File: config.mk
export PLATFORM = sky130hd
export DESIGN_NAME = frame_loader
export DESIGN_NICKNAME = d
export VERILOG_FILES = /design/src/rtl/frame_loader.sv
export SDC_FILE = /design/constraint.sdc
export NUM_CORES = 1
export LEC_CHECK = 0
export CELL_PAD_IN_SITES_DETAIL_PLACEMENT = 1
export CELL_PAD_IN_SITES_GLOBAL_PLACEMENT = 1
export CORE_UTILIZATION = 30
export CTS_CLUSTER_DIAMETER = 100
export DETAILED_ROUTE_END_ITERATION = 12
export GPL_ROUTABILITY_DRIVEN = 0
export PLACE_DENSITY = 0.68
export SETUP_SLACK_MARGIN = 0.3
export SLEW_MARGIN = 5
export SYNTH_ARGS = -nofsm -noshare
export SYNTH_HDL_FRONTEND = slang
export SYNTH_SLANG_ARGS = --single-unit
File: constraint.sdc
create_clock -name clk -period 2.6 [get_ports clk]
set_clock_uncertainty 0.1 [all_clocks]
set_input_delay 0.52 -clock clk [delete_from_list [all_inputs] [get_ports clk]]
set_output_delay 0.52 -clock clk [all_outputs]
set_load 0.1 [all_outputs]
File: src/rtl/frame_loader.sv
// Frame loader: turns UART byte-ready edges into one image frame for net_proc,
// starts the network, then issues the ASCII result. Optional FRAME_TIMEOUT_EN discards stale partial frames.
module frame_loader #(
  parameter int FRAME_BYTES    = 784,
  parameter int TIMEOUT_CYCLES = 1_000_000
) (
  input  logic       clk,
  input  logic       nRST,
  input  logic       rx_ready,
  input  logic [7:0] rx_data,
  output logic       ext_mem_rst,
  output logic       ext_mem_we,
  output logic [7:0] ext_mem_wdata,
  output logic       start,
  input  logic       done,
  input  logic [3:0] max_idx,
  output logic       tx_rq,
  output logic [7:0] tx_data,
  output logic       overrun,
  output logic       busy
);

  // state | meaning
  // IDLE  | waiting for the first byte of a frame
  // LOAD  | accepting bytes until the frame is complete
  // START | two cycles: let the last write land, then pulse start
  // BUSY  | network running; wait for the rising edge of done
  typedef enum logic [1:0] {S_IDLE, S_LOAD, S_START, S_BUSY} state_t;

  localparam logic [9:0] LAST_COUNT = 10'(FRAME_BYTES);

  state_t     state, state_nx;
  logic [9:0] count, count_nx;
  logic       rx_ready_q, done_q;
  logic       byte_ev, done_rise;
  logic       cap_vld, cap_vld_nx;
  logic [7:0] cap_data, cap_data_nx;
  logic       drain, drain_nx;
  logic       ext_mem_rst_nx, start_nx, tx_rq_nx, overrun_nx, busy_nx;
  logic [7:0] tx_data_nx;
  logic       timeout_hit;

  assign byte_ev   = rx_ready && !rx_ready_q;
  assign done_rise = done && !done_q;

`ifdef FRAME_TIMEOUT_EN
  localparam int TW = (TIMEOUT_CYCLES > 1) ? $clog2(TIMEOUT_CYCLES) : 1;
  localparam logic [TW-1:0] IDLE_LOAD = TW'(TIMEOUT_CYCLES - 1);

  logic [TW-1:0] idle_cnt;

  // Down-counter reloaded on every byte; terminal count means the frame went stale.
  always_ff @(posedge clk or negedge nRST) begin
    if (!nRST) begin
      idle_cnt <= IDLE_LOAD;
    end else if (byte_ev || state != S_LOAD) begin
      idle_cnt <= IDLE_LOAD;
    end else if (idle_cnt != '0) begin
      idle_cnt <= idle_cnt - 1'b1;
    end
  end

  assign timeout_hit = (idle_cnt == '0);
`else
  assign timeout_hit = 1'b0;
`endif

  always_comb begin
    state_nx       = state;
    count_nx       = count;
    cap_vld_nx     = 1'b0;
    cap_data_nx    = cap_data;
    drain_nx       = 1'b0;
    ext_mem_rst_nx = 1'b0;
    start_nx       = 1'b0;
    tx_rq_nx       = 1'b0;
    tx_data_nx     = tx_data;
    overrun_nx     = overrun;

    case (state)
      S_IDLE: begin
        if (byte_ev) begin
          ext_mem_rst_nx = 1'b1;
          overrun_nx     = 1'b0;
          cap_vld_nx     = 1'b1;
          cap_data_nx    = rx_data;
          count_nx       = 10'd1;
          state_nx       = S_LOAD;
        end
      end
      S_LOAD: begin
        if (byte_ev) begin
          cap_vld_nx  = 1'b1;
          cap_data_nx = rx_data;
          count_nx    = count + 10'd1;
          if (count + 10'd1 == LAST_COUNT) begin
            state_nx = S_START;
          end
        end else if (timeout_hit) begin
          count_nx = '0;
          state_nx = S_IDLE;
        end
      end
      S_START: begin
        if (byte_ev) begin
          overrun_nx = 1'b1;
        end
        if (!drain) begin
          drain_nx = 1'b1;
        end else begin
          start_nx = 1'b1;
          state_nx = S_BUSY;
        end
      end
      S_BUSY: begin
        if (byte_ev) begin
          overrun_nx = 1'b1;
        end
        if (done_rise) begin
          tx_data_nx = 8'h30 + {4'h0, max_idx};
          tx_rq_nx   = 1'b1;
          count_nx   = '0;
          state_nx   = S_IDLE;
        end
      end
      default: begin
        state_nx = S_IDLE;
      end
    endcase

    busy_nx = (state_nx == S_START) || (state_nx == S_BUSY);
  end

  // Captured byte is written one cycle later, so the pointer reset never collides with a write.
  always_ff @(posedge clk or negedge nRST) begin
    if (!nRST) begin
      state         <= S_IDLE;
      count         <= '0;
      rx_ready_q    <= 1'b1;
      done_q        <= 1'b0;
      cap_vld       <= 1'b0;
      cap_data      <= 8'h00;
      drain         <= 1'b0;
      ext_mem_rst   <= 1'b0;
      ext_mem_we    <= 1'b0;
      ext_mem_wdata <= 8'h00;
      start         <= 1'b0;
      tx_rq         <= 1'b0;
      tx_data       <= 8'h3F;
      overrun       <= 1'b0;
      busy          <= 1'b0;
    end else begin
      state       <= state_nx;
      count       <= count_nx;
      rx_ready_q  <= rx_ready;
      done_q      <= done;
      cap_vld     <= cap_vld_nx;
      cap_data    <= cap_data_nx;
      drain       <= drain_nx;
      ext_mem_rst <= ext_mem_rst_nx;
      ext_mem_we  <= cap_vld;
      if (cap_vld) begin
        ext_mem_wdata <= cap_data;
      end
      start       <= start_nx;
      tx_rq       <= tx_rq_nx;
      tx_data     <= tx_data_nx;
      overrun     <= overrun_nx;
      busy        <= busy_nx;
    end
  end

endmodule

Word-level counts from Yosys, hierarchy flattened
Index checks and enable logic that the tools add are counted.

cells by class
  equal/unequal tests = 10
  muxes and demuxes = 22
  $add $sub $neg = 2
  reduce and logical (&&, ||, !) cells = 14

operator list
  kind                                                  count
  2-to-1 mux 10 bit                                     3
  one-hot mux 10 bit (3 select lines)                   1
  2-to-1 mux 1 bit                                      11
  adder 10 x 1 -> 10 bit (second input constant)        1
  equality test 10 bit (second input constant)          1
  2-to-1 mux 2 bit                                      5
  equality test 2 bit (second input constant)           4
  one-hot mux 2 bit (4 select lines)                    1
  adder 6 x 4 -> 7 bit (first input constant)           1
  != test 2 bit (second input constant)                 3
  AND reduction 2 bit                                   2
  AND reduction 4 bit                                   1
  OR reduction 2 bit                                    2
  AND reduction 3 bit                                   1
  nonzero test 3 bit                                    1
  equality test 2 x 1 -> 1 bit (second input constant)  1
  logical AND 1 bit                                     2
  zero test 1 bit                                       2
  zero test 2 bit                                       1
  != test 2 x 1 -> 1 bit (second input constant)        1
  one-hot mux 1 bit (2 select lines)                    1
  nonzero test 2 bit                                    1
  logical OR 1 bit                                      1

word-level totals
  register bits after elaboration = 46
  logic and storage cells = 63
  bits of input ports = 16
  output and inout port bits = 22

Logic depth before layout (Yosys ltp)
Gate-level depths: netlist (run 1).

  depth in word-level cells = 7
  mapped depth = 7
  mapped depth without buffers = 6

Worst setup path before layout (run 1)
No wires, ideal clock.

  path kind = input to register
  start = input done
  end = register count[5]
  data required time = 2,379 ps
  cell stages on the path = 6
  arrival time = 1,555 ps
  buffers on the path = 1
  library setup time = 121 ps
  setup slack = 824 ps
  cells stage by stage = nand2b_1 -> or2_2 -> clkbuf_1 -> o21ai_0 -> o21ai_0 -> a22o_1

between the ends
  longest elaborated chain between the ends = 3

RTL lines
  element                        RTL line  source
  from (decl)                    15        input logic done,
  logical AND 1 bit              44        assign done_rise = done && !done_q;
  != test 2 bit (no line)        -
  AND reduction 4 bit (no line)  -
  to (signal assigned)           154       count <= count_nx;
  to (decl)                      33        logic [9:0] count, count_nx;

Every way passes these cells.
A chain may end at the register's enable or synchronous reset.

Final worst setup path (run 1)
Ends and elaborated chain as after synthesis.

==> results.cfg, run 1 <==
[critical_path]
required_ps = 2680
worstSetupStartpointType = input pin
critPathMaxStageDelay_ps = 480
r2r_slack_ps = 560
crit_type = in2reg
arrival_ps = 2150
slowest_stage = clkdlybuf4s50_1
cp_common_cell = o21ai_0
path_cells = clkdlybuf4s50_1 > nand2b_1 > or2_2 > o21ai_0 > o21ai_0 > a22o_1
end_kind = flip-flop
crit_fanout = 6

[synth]
synthCells = 158
syn_area_per_cell_um2 = 11.40
synthArstFlopShare_pct = 100.0
synth_area_leader_cell = dfrtp_1
synth_edf_count = 0
synthesis.area_mm2 = 0.001800
ys.flop_type = dfrtp_1
synth_top_area_share_pct = 51.42
synth.distinct_cells = 38
synth-seq-area-share_pct = 58.72
yosysWarningCount = 0
synth_seq_cells = 42
synth.area.top_cells = dfrtp_1, mux2_2, dfstp_2, nand2_1, o21ai_0

[drt]
num_vias = 1274
wirelength_met1_um = 1795
firstDrtPassIters = 4
drc_errors = 0
wl_met2_um = 1871
wl_per_cell_um = 14.78
routed_via_density = 4.826
wl_um = 3902
drt_iter0_drc = 27
ant_nets = 0
routed-wl-met3_um = 184
top_layer = met4

[cells_and_area]
area_growth_pct = 23.97
fin_util_pct = 39.57
seq_area_mm2 = 0.001057
final_cell_mix = dfrtp_1, nand2_1, buf_4, mux2_2, clkdlybuf4s50_1
num-fill-cells = 622
n_antenna_cell = 0
drive_above_1_share_pct = 28.13
mostFrequentLayoutCell = dfrtp_1
multiInputGateArea_um2 = 683.2
stdcell_count = 264
nets = 208

[power_and_ir_drop]
p_leak_nw = 0.9827
seq_power_share_pct = 44.4
power_frac_clock_pct = 27.7
switching_share_pct = 35.70
p_per_area_mw_per_mm2 = 802.9
p_total_w = 0.001792
peakVddDrop_v = 0.0003590
p_comb_share_pct = 27.9
power.internal_w = 0.001152
p_sw_w = 0.0006399

[clock_network]
cts_num_sinks = 42
clk_root_buffer_cell = clkbuf_8
h-tree-depth = 2
cts_made_buffers = 5
clock_latency_ps = 290
cts_tree = built
ctsResizeCount = 0
clockBufferDepth = 2
cts_setup_buffers = 0
path_clk_slew_ps = 70
postCtsHoldBufs = 0

[timing]
drv_slew = 0
period_needed_ps = 2074
final-hold-violation-count = 0
tns_ps = 0
slew_headroom_pct = 38.42
finalCritPeriodShare_pct = 79.76
finalSetupViolCount = 0
fmax_mhz = 482.2
rsz0062_at_grt = false
whs_ps = 270.4
worst_slew_pin_slew_ps = 923.6

[global_route]
antenna_found_initial = 0
grt_pass1_vias = 1331
grt_overflow = 0
grt_max_degree = 43
grt_pass1_wl_um = 6582
gr-usage-all-layers_pct = 13.69

[floorplan]
start_util_pct = 31.91
io_pins = 38
dieHeight_um = 79.47
die_width_um = 79.47
dieArea_mm2 = 0.006315
core_area_mm2 = 0.005642
rows = 27

[outcome]
status = finished, final reports clean

[place]
dp_cells = 256
dp_hpwl_um = 2807
port_buffers = 33

[run]
drv_cap = 0

[min_path]
hold_class = in2async
==> power groups by stage <==
stage	clock network, W	logic (W)	registers [W]
finish	0.000497	0.000500	0.000796
global route	0.000543	0.000525	0.000808
CTS	0.000518	0.000506	0.000797
detailed placement	0	0.000507	0.000807
global placement	0	0.000494	0.000800
floorplan	0	0.000138	0.00104
==> worst max-delay path: cells and delay by family <==
kind | cells | cell delay [ps]
compound gates | 3 | 660
simple gates | 2 | 490
buf+inv | 1 | 480
==> through the flow <==
step / cell area, µm² / worst slack [ps]
after floorplan: 1808 / 824.2
after global placement: 2126 / 274.6
after detailed placement: 2126 / 203.7
after CTS: 2232 / 510.2
after global routing: 2232 / 400.2
final: 2232 / 526.1
==> routing by layer <==
metal | vias to the layer above | GRT usage [%]
met5 | - | 0
met2 | 34 | 22.31
met1 | 623 | 17.85
li1 | 612 | -
met4 | 0 | 4.364
met3 | 5 | 3.200
==> area by class of cell <==
cell class | instances | share of cell area [%]
Multi-Input combinational cell | 106 | 30.61
Inverter | 2 | 0.3363
Timing Repair Buffer | 34 | 12.89
Clock inverter | 1 | 1.345
Sequential cell | 42 | 47.37
Tap cell | 72 | 4.036
Clock buffer | 7 | 3.419
==> cells in the mapped netlist (2+ instances only) <==
library cell,count
nor2b_1,4
nand2_1,22
dfstp_2,5
nor2_1,9
o31ai_1,3
a31oi_1,5
nand4_1,2
mux2_2,16
clkbuf_1,4
a22o_1,2
buf_4,4
nand3_1,4
nor3_1,2
dfrtp_1,37
a221o_2,2
o21ai_0,10
and3_1,2
conb_1,2
nand2b_1,3
or2_2,2
==> path summary, 6_finish.rpt <==
path / start / to / depth (start not counted)
min: nRST / cap_data[4] / 1
min in group clk: drain / drain / 1
max in group asynchronous: nRST / tx_rq / 1
min reg2reg: drain / drain / 1
max reg2reg: count[0] / state[1] / 6
max: done / count[5] / 6
==> flip-flops by register name, summed over array words and instances, names as in the netlist <==
name	flops
tx_rq	1
overrun	1
ext_mem_wdata	8
ext_mem_we	1
ext_mem_rst	1
done_q	1
tx_data	4
cap_data	8
cap_vld	1
state	2
count	10
drain	1
busy	1
start	1
rx_ready_q	1
==> cell families after synthesis <==
family	after synthesis	share of synthesized area, %
AOI/OAI and AO/OA	28	10.84
adders and majority gates	1	0.6948
buffers and inverters	12	3.752
DFF	42	58.72
muxes	16	10.01
other	2	0.4171
and+or+nand+nor	57	15.57
(Power assumes the default switching activity.)
==> run 2, diff against run 1 <==
==> constraint.sdc (replaced) <==
create_clock -name clk -period 2 [get_ports clk]
set_clock_uncertainty 0.1 [all_clocks]
set_input_delay 0.4 -clock clk [delete_from_list [all_inputs] [get_ports clk]]
set_output_delay 0.4 -clock clk [all_outputs]
set_load 0.1 [all_outputs]
==> run 2 against run 1 <==
  * Clock power rose by 31%
  * Non-clock buffer count increased by 24
  * Via count is 9.3% higher
  * Count of clock-buffer cells in the layout unchanged
  * Critical path depth unchanged
  * First-iteration DRC count grew 15%
  * Power is 39% higher
  * Hold slack better by 59 ps
  * Worst setup slack lost 400 ps
  * Routed wire length grew 16%
  * Critical endpoint is now busy
  * Largest cell class unchanged
  * Highest routed layer unchanged
==> results.cfg, run 2 (synthesis results as in run 1) <==
[global_route]
grt_pass1_vias = 1522
grt_overflow = 0
grt_max_degree = 25
gr-usage-all-layers_pct = 15.31
grt_pass1_wl_um = 7245
antenna_found_initial = 0

[drt]
wl_um = 4545
num_vias = 1392
drt_iter0_drc = 31
firstDrtPassIters = 4
wl_per_cell_um = 15.78
ant_nets = 0
drc_errors = 0
routed_via_density = 4.833

[critical_path]
crit_family = simple AND/OR/NAND/NOR gates
crit_fanout = 6
path_cells = buf_4 > nand3_2 > nor2_2 > or3_4 > a221oi_4 > a221o_2
required_ps = 2140
path_buf_inv = 1
slowest_stage = dfrtp_1
arrival_ps = 2010
r2r_slack_ps = 130
worstSetupStartpointType = flip-flop
critPathMaxStageDelay_ps = 420
crit_type = reg2reg
end_kind = flip-flop

[timing]
finalSetupViolCount = 0
rsz0062_at_grt = true
final-hold-violation-count = 0
period_needed_ps = 1870
fmax_mhz = 534.7
tns_ps = 0
drv_slew = 0
finalCritPeriodShare_pct = 93.51

[floorplan]
die_width_um = 79.47
start_util_pct = 31.91
dieHeight_um = 79.47
rows = 27
io_pins = 38
core_area_mm2 = 0.005642
dieArea_mm2 = 0.006315

[cells_and_area]
final_cell_mix = dfrtp_1, buf_4, nand2_1, mux2_2, clkdlybuf4s50_1
postLayoutCellArea_mm2 = 0.002630
num-fill-cells = 622
area_growth_pct = 46.07
stdcell_count = 288
top_regs = count x10, cap_data x8, ext_mem_wdata x8
drive_above_1_share_pct = 43.06
n_antenna_cell = 0
mostFrequentLayoutCell = dfrtp_1
largest_register_ffs = 10
largest_register = count
multiInputGateArea_um2 = 793.3
nets = 232
seq_area_mm2 = 0.001059
fin_util_pct = 46.62

[clock_network]
cts_num_sinks = 42
cts_tree = built
clockBufferDepth = 2
h-tree-depth = 2
clk_root_buffer_cell = clkbuf_8
clock_latency_ps = 290
path_clk_slew_ps = 80
cts_made_buffers = 5

[power_and_ir_drop]
p_total_w = 0.002485
p_sw_w = 0.0008893
power.internal_w = 0.001595
switching_share_pct = 35.79
power_frac_clock_pct = 26.3
peakVddDrop_v = 0.0005652
seq_power_share_pct = 42.2
p_comb_share_pct = 31.5
p_per_area_mw_per_mm2 = 944.7
p_leak_nw = 1.182

[min_path]
hold_class = reg2reg

[place]
dp_hpwl_um = 3163
dp_cells = 269
port_buffers = 33
dpl_cell_area_mm2 = 0.002326

[outcome]
status = finished, final reports clean

[run]
drv_cap = 0
[run 2: cell count changes in the layout (fill, tap and decap cells not counted), sizes merged]
cell         change
dlygate4sd3      +1
clkbuf           +1
buf             +22
[run 2: cell type report]
type	instances	share of cell area, %
Clock buffer	7	2.902
Timing Repair Buffer	58	21.84
Tap cell	72	3.425
Clock inverter	1	1.142
Multi-Input combinational cell	106	30.16
Inverter	2	0.2854
Sequential cell	42	40.25
[run 2: what timing repair did]
item                                    4_1_cts  5_1_grt
hold buffers                                  1        0
gates cloned                                  0        1
pin swaps                                     5        1
endpoints found under the setup margin       12       19
endpoints found under the hold margin        17        0
resized for setup                            16       12
setup buffers                                 9        0
[run 2: path summary, 6_finish.rpt]
kind	from	to	depth (start not counted)
min in group asynchronous	nRST	count[5]	2
setup reg to reg	count[1]	busy	6
hold / removal	drain	drain	1
hold reg to reg	drain	drain	1
max in group asynchronous	nRST	tx_data[0]	3
setup / recovery	count[1]	busy	6
[run 2: power groups by stage]
stage	clock network (W)	logic [W]	registers [W]
global placement	0	0.000683	0.00104
floorplan	0	0.000181	0.00136
global route	0.000709	0.000822	0.00106
finish	0.000653	0.000783	0.00105
detailed placement	0	0.000702	0.00106
CTS	0.000674	0.000778	0.00105
[run 2: per-layer routing]
| layer | GRT usage [%] | part of all wire (%) |
|---|---|---|
| met5 | 0 | 0 |
| met4 | 7.818 | 2.0 |
| met3 | 3.200 | 4.2 |
| met2 | 26.50 | 51 |
| met1 | 17.73 | 43 |
[run 2: per-stage QoR]
| stage | hold WS (ps) | setup slack, ps |
|---|---|---|
| after CTS | 334.8 | 153.3 |
| after global placement | 268.6 | -62.02 |
| after detailed placement | 287.1 | -198.9 |
| after floorplan | 4.409 | 240.0 |
| after global routing | 366.8 | 29.09 |
| final | 329.2 | 129.7 |
==> run 3, diff against run 2 <==
--- a/config.mk
+++ b/config.mk
@@ -5,13 +5,13 @@
 export SDC_FILE = /design/constraint.sdc
 export NUM_CORES = 1
 export LEC_CHECK = 0
-export CELL_PAD_IN_SITES_DETAIL_PLACEMENT = 1
-export CELL_PAD_IN_SITES_GLOBAL_PLACEMENT = 1
+export CELL_PAD_IN_SITES_DETAIL_PLACEMENT = 2
+export CELL_PAD_IN_SITES_GLOBAL_PLACEMENT = 2
 export CORE_UTILIZATION = 30
 export CTS_CLUSTER_DIAMETER = 100
 export DETAILED_ROUTE_END_ITERATION = 12
 export GPL_ROUTABILITY_DRIVEN = 0
-export PLACE_DENSITY = 0.68
+export PLACE_DENSITY = 0.79
 export SETUP_SLACK_MARGIN = 0.3
 export SLEW_MARGIN = 5
 export SYNTH_ARGS = -nofsm -noshare
==> constraint.sdc (replaced) <==
create_clock -name clk -period 2.3 [get_ports clk]
set_clock_uncertainty 0.1 [all_clocks]
set_input_delay 0.46 -clock clk [delete_from_list [all_inputs] [get_ports clk]]
set_output_delay 0.46 -clock clk [all_outputs]
set_load 0.1 [all_outputs]
==> run 3 against run 2 <==
  * Via count down 1.1%
  * Die area unchanged
  * Critical path depth unchanged
  * Largest power group unchanged
  * Highest routed layer unchanged
==> results.cfg, run 3 (synthesis results as in run 1) <==
[timing]
worst_slew_pin_slew_ps = 541.5
worst_slack_ps = 334.5
finalCritPeriodShare_pct = 85.46
final-hold-violation-count = 0
drv_slew = 0
rsz0062_at_grt = true
tns_ps = 0
period_needed_ps = 1965
slew_headroom_pct = 63.57
fmax_mhz = 508.8
whs_ps = 43.10
finalSetupViolCount = 0

[power_and_ir_drop]
p_leak_nw = 1.073
peakVddDrop_v = 0.0006918
p_per_area_mw_per_mm2 = 937.6

[drt]
num_vias = 1377
ant_nets = 0
firstDrtPassIters = 4
routed_via_density = 4.989
wl_um = 4770
drt_iter0_drc = 50
wl_per_cell_um = 17.28
drc_errors = 0

[run]
drv_cap = 0

[clock_network]
cts_num_sinks = 42
postCtsHoldBufs = 0
h-tree-depth = 2
cts_tree = built
cts_made_buffers = 5
clk_root_buffer_cell = clkbuf_8
clockBufferDepth = 2
path_clk_slew_ps = 80
clock_latency_ps = 290

[min_path]
hold_class = in2async

[floorplan]
die_width_um = 79.47
io_pins = 38
core_area_mm2 = 0.005642
dieHeight_um = 79.47
rows = 27
dieArea_mm2 = 0.006315
start_util_pct = 31.91

[cells_and_area]
nets = 220
final_cell_mix = dfrtp_1, buf_4, nand2_1, mux2_2, clkdlybuf4s50_1
largest_register_ffs = 10
n_antenna_cell = 0
mostFrequentLayoutCell = dfrtp_1
fin_util_pct = 42.47
drive_above_1_share_pct = 36.27
top_regs = count x10, cap_data x8, ext_mem_wdata x8
area_growth_pct = 33.08
postLayoutCellArea_mm2 = 0.002396
largest_register = count

[critical_path]
arrival_ps = 2040
crit_fanout = 5
slowest_stage = dfrtp_2
end_kind = flip-flop
critPathMaxStageDelay_ps = 440
path_cells = ha_4 > nand4_1 > and2b_2 > o211ai_1 > a221oi_4 > a221o_2
worstSetupStartpointType = flip-flop
required_ps = 2380
crit_type = reg2reg

[global_route]
antenna_found_initial = 0
grt_max_degree = 23
grt_pass1_wl_um = 7672
grt_overflow = 0
gr-usage-all-layers_pct = 16.27
grt_pass1_vias = 1481

[place]
port_buffers = 33
dp_hpwl_um = 3394
post-place-ws_ps = 6.646
dpl_cell_area_mm2 = 0.002186

[outcome]
status = finished, final reports clean
run 3: cell types whose count changed in the layout (fill, tap and decap cells not counted), sizes merged:
| cell | before | now |
|---|---|---|
| clkbuf | 8 | 6 |
| buf | 42 | 32 |
| dlygate4sd3 | 1 | 0 |
| bufinv | 1 | 2 |
run 3: layout make-up:
class | instances | area [µm²]
tap | 72 | 90.09
multi-input combinational | 106 | 716.9
inverter | 2 | 7.507
clock inverter | 2 | 60.06
fill | 586 | 3246
sequential | 42 | 1061
clock buffer | 6 | 82.58
timing repair buffer | 46 | 377.9
run 3: where the power goes:
| part | leakage (nW) | internal, W | total, W | switching [W] |
|---|---|---|---|---|
| sequential | 0.514 | 0.000830 | 0.000910 | 0.0000796 |
| clock | 0.0714 | 0.000463 | 0.000717 | 0.000254 |
| combinational | 0.487 | 0.000186 | 0.000620 | 0.000435 |
| total | 1.07 | 0.00148 | 0.00225 | 0.000768 |
run 3: worst paths after layout:
| kind | from | endpoint | slack, ps | depth (start not counted) |
|---|---|---|---|---|
| max reg2reg | count[0] | state[1] | 330 | 6 |
| min | nRST | cap_data[4] | 40 | 1 |
| min in group clk | drain | drain | 330 | 1 |
| max | count[0] | state[1] | 330 | 6 |
| min reg2reg | drain | drain | 330 | 1 |
| max in group asynchronous | nRST | tx_data[3] | 1440 | 2 |
run 3: routing by layer:
metal  global-route usage, %  routed length, µm  vias to the layer above
li1                        -                  -                      642
met1                   19.11               2033                      692
met2                   29.23               2473                       35
met3                   3.086                182                        8
met4                   5.818                 82                        0
met5                       0                  0                        -
run 3: worst max-delay path, delay by kind of cell, from the launching register on:
kind,cells,cell delay (ps)
AOI/OAI and AO/OA,3,750
adders and majority gates,1,160
DFF,1,440
and+or+nand+nor,2,400
run 3: timing repair:
| action | in CTS | in global routing |
|---|---|---|
| pin swaps | 0 | 5 |
| buffers inserted | 0 | 4 |
| setup endpoints to repair | 3 | 7 |
| gates resized for setup | 3 | 7 |
run 3: metrics by stage:
| stage | instances | total power (W) |
|---|---|---|
| CTS | 272 | 0.002231 |
| finish | 276 | 0.002247 |
| floorplan | 160 | 0.001334 |
| global route | 276 | 0.002331 |
| global placement | 264 | 0.001473 |
| detailed placement | 264 | 0.001499 |
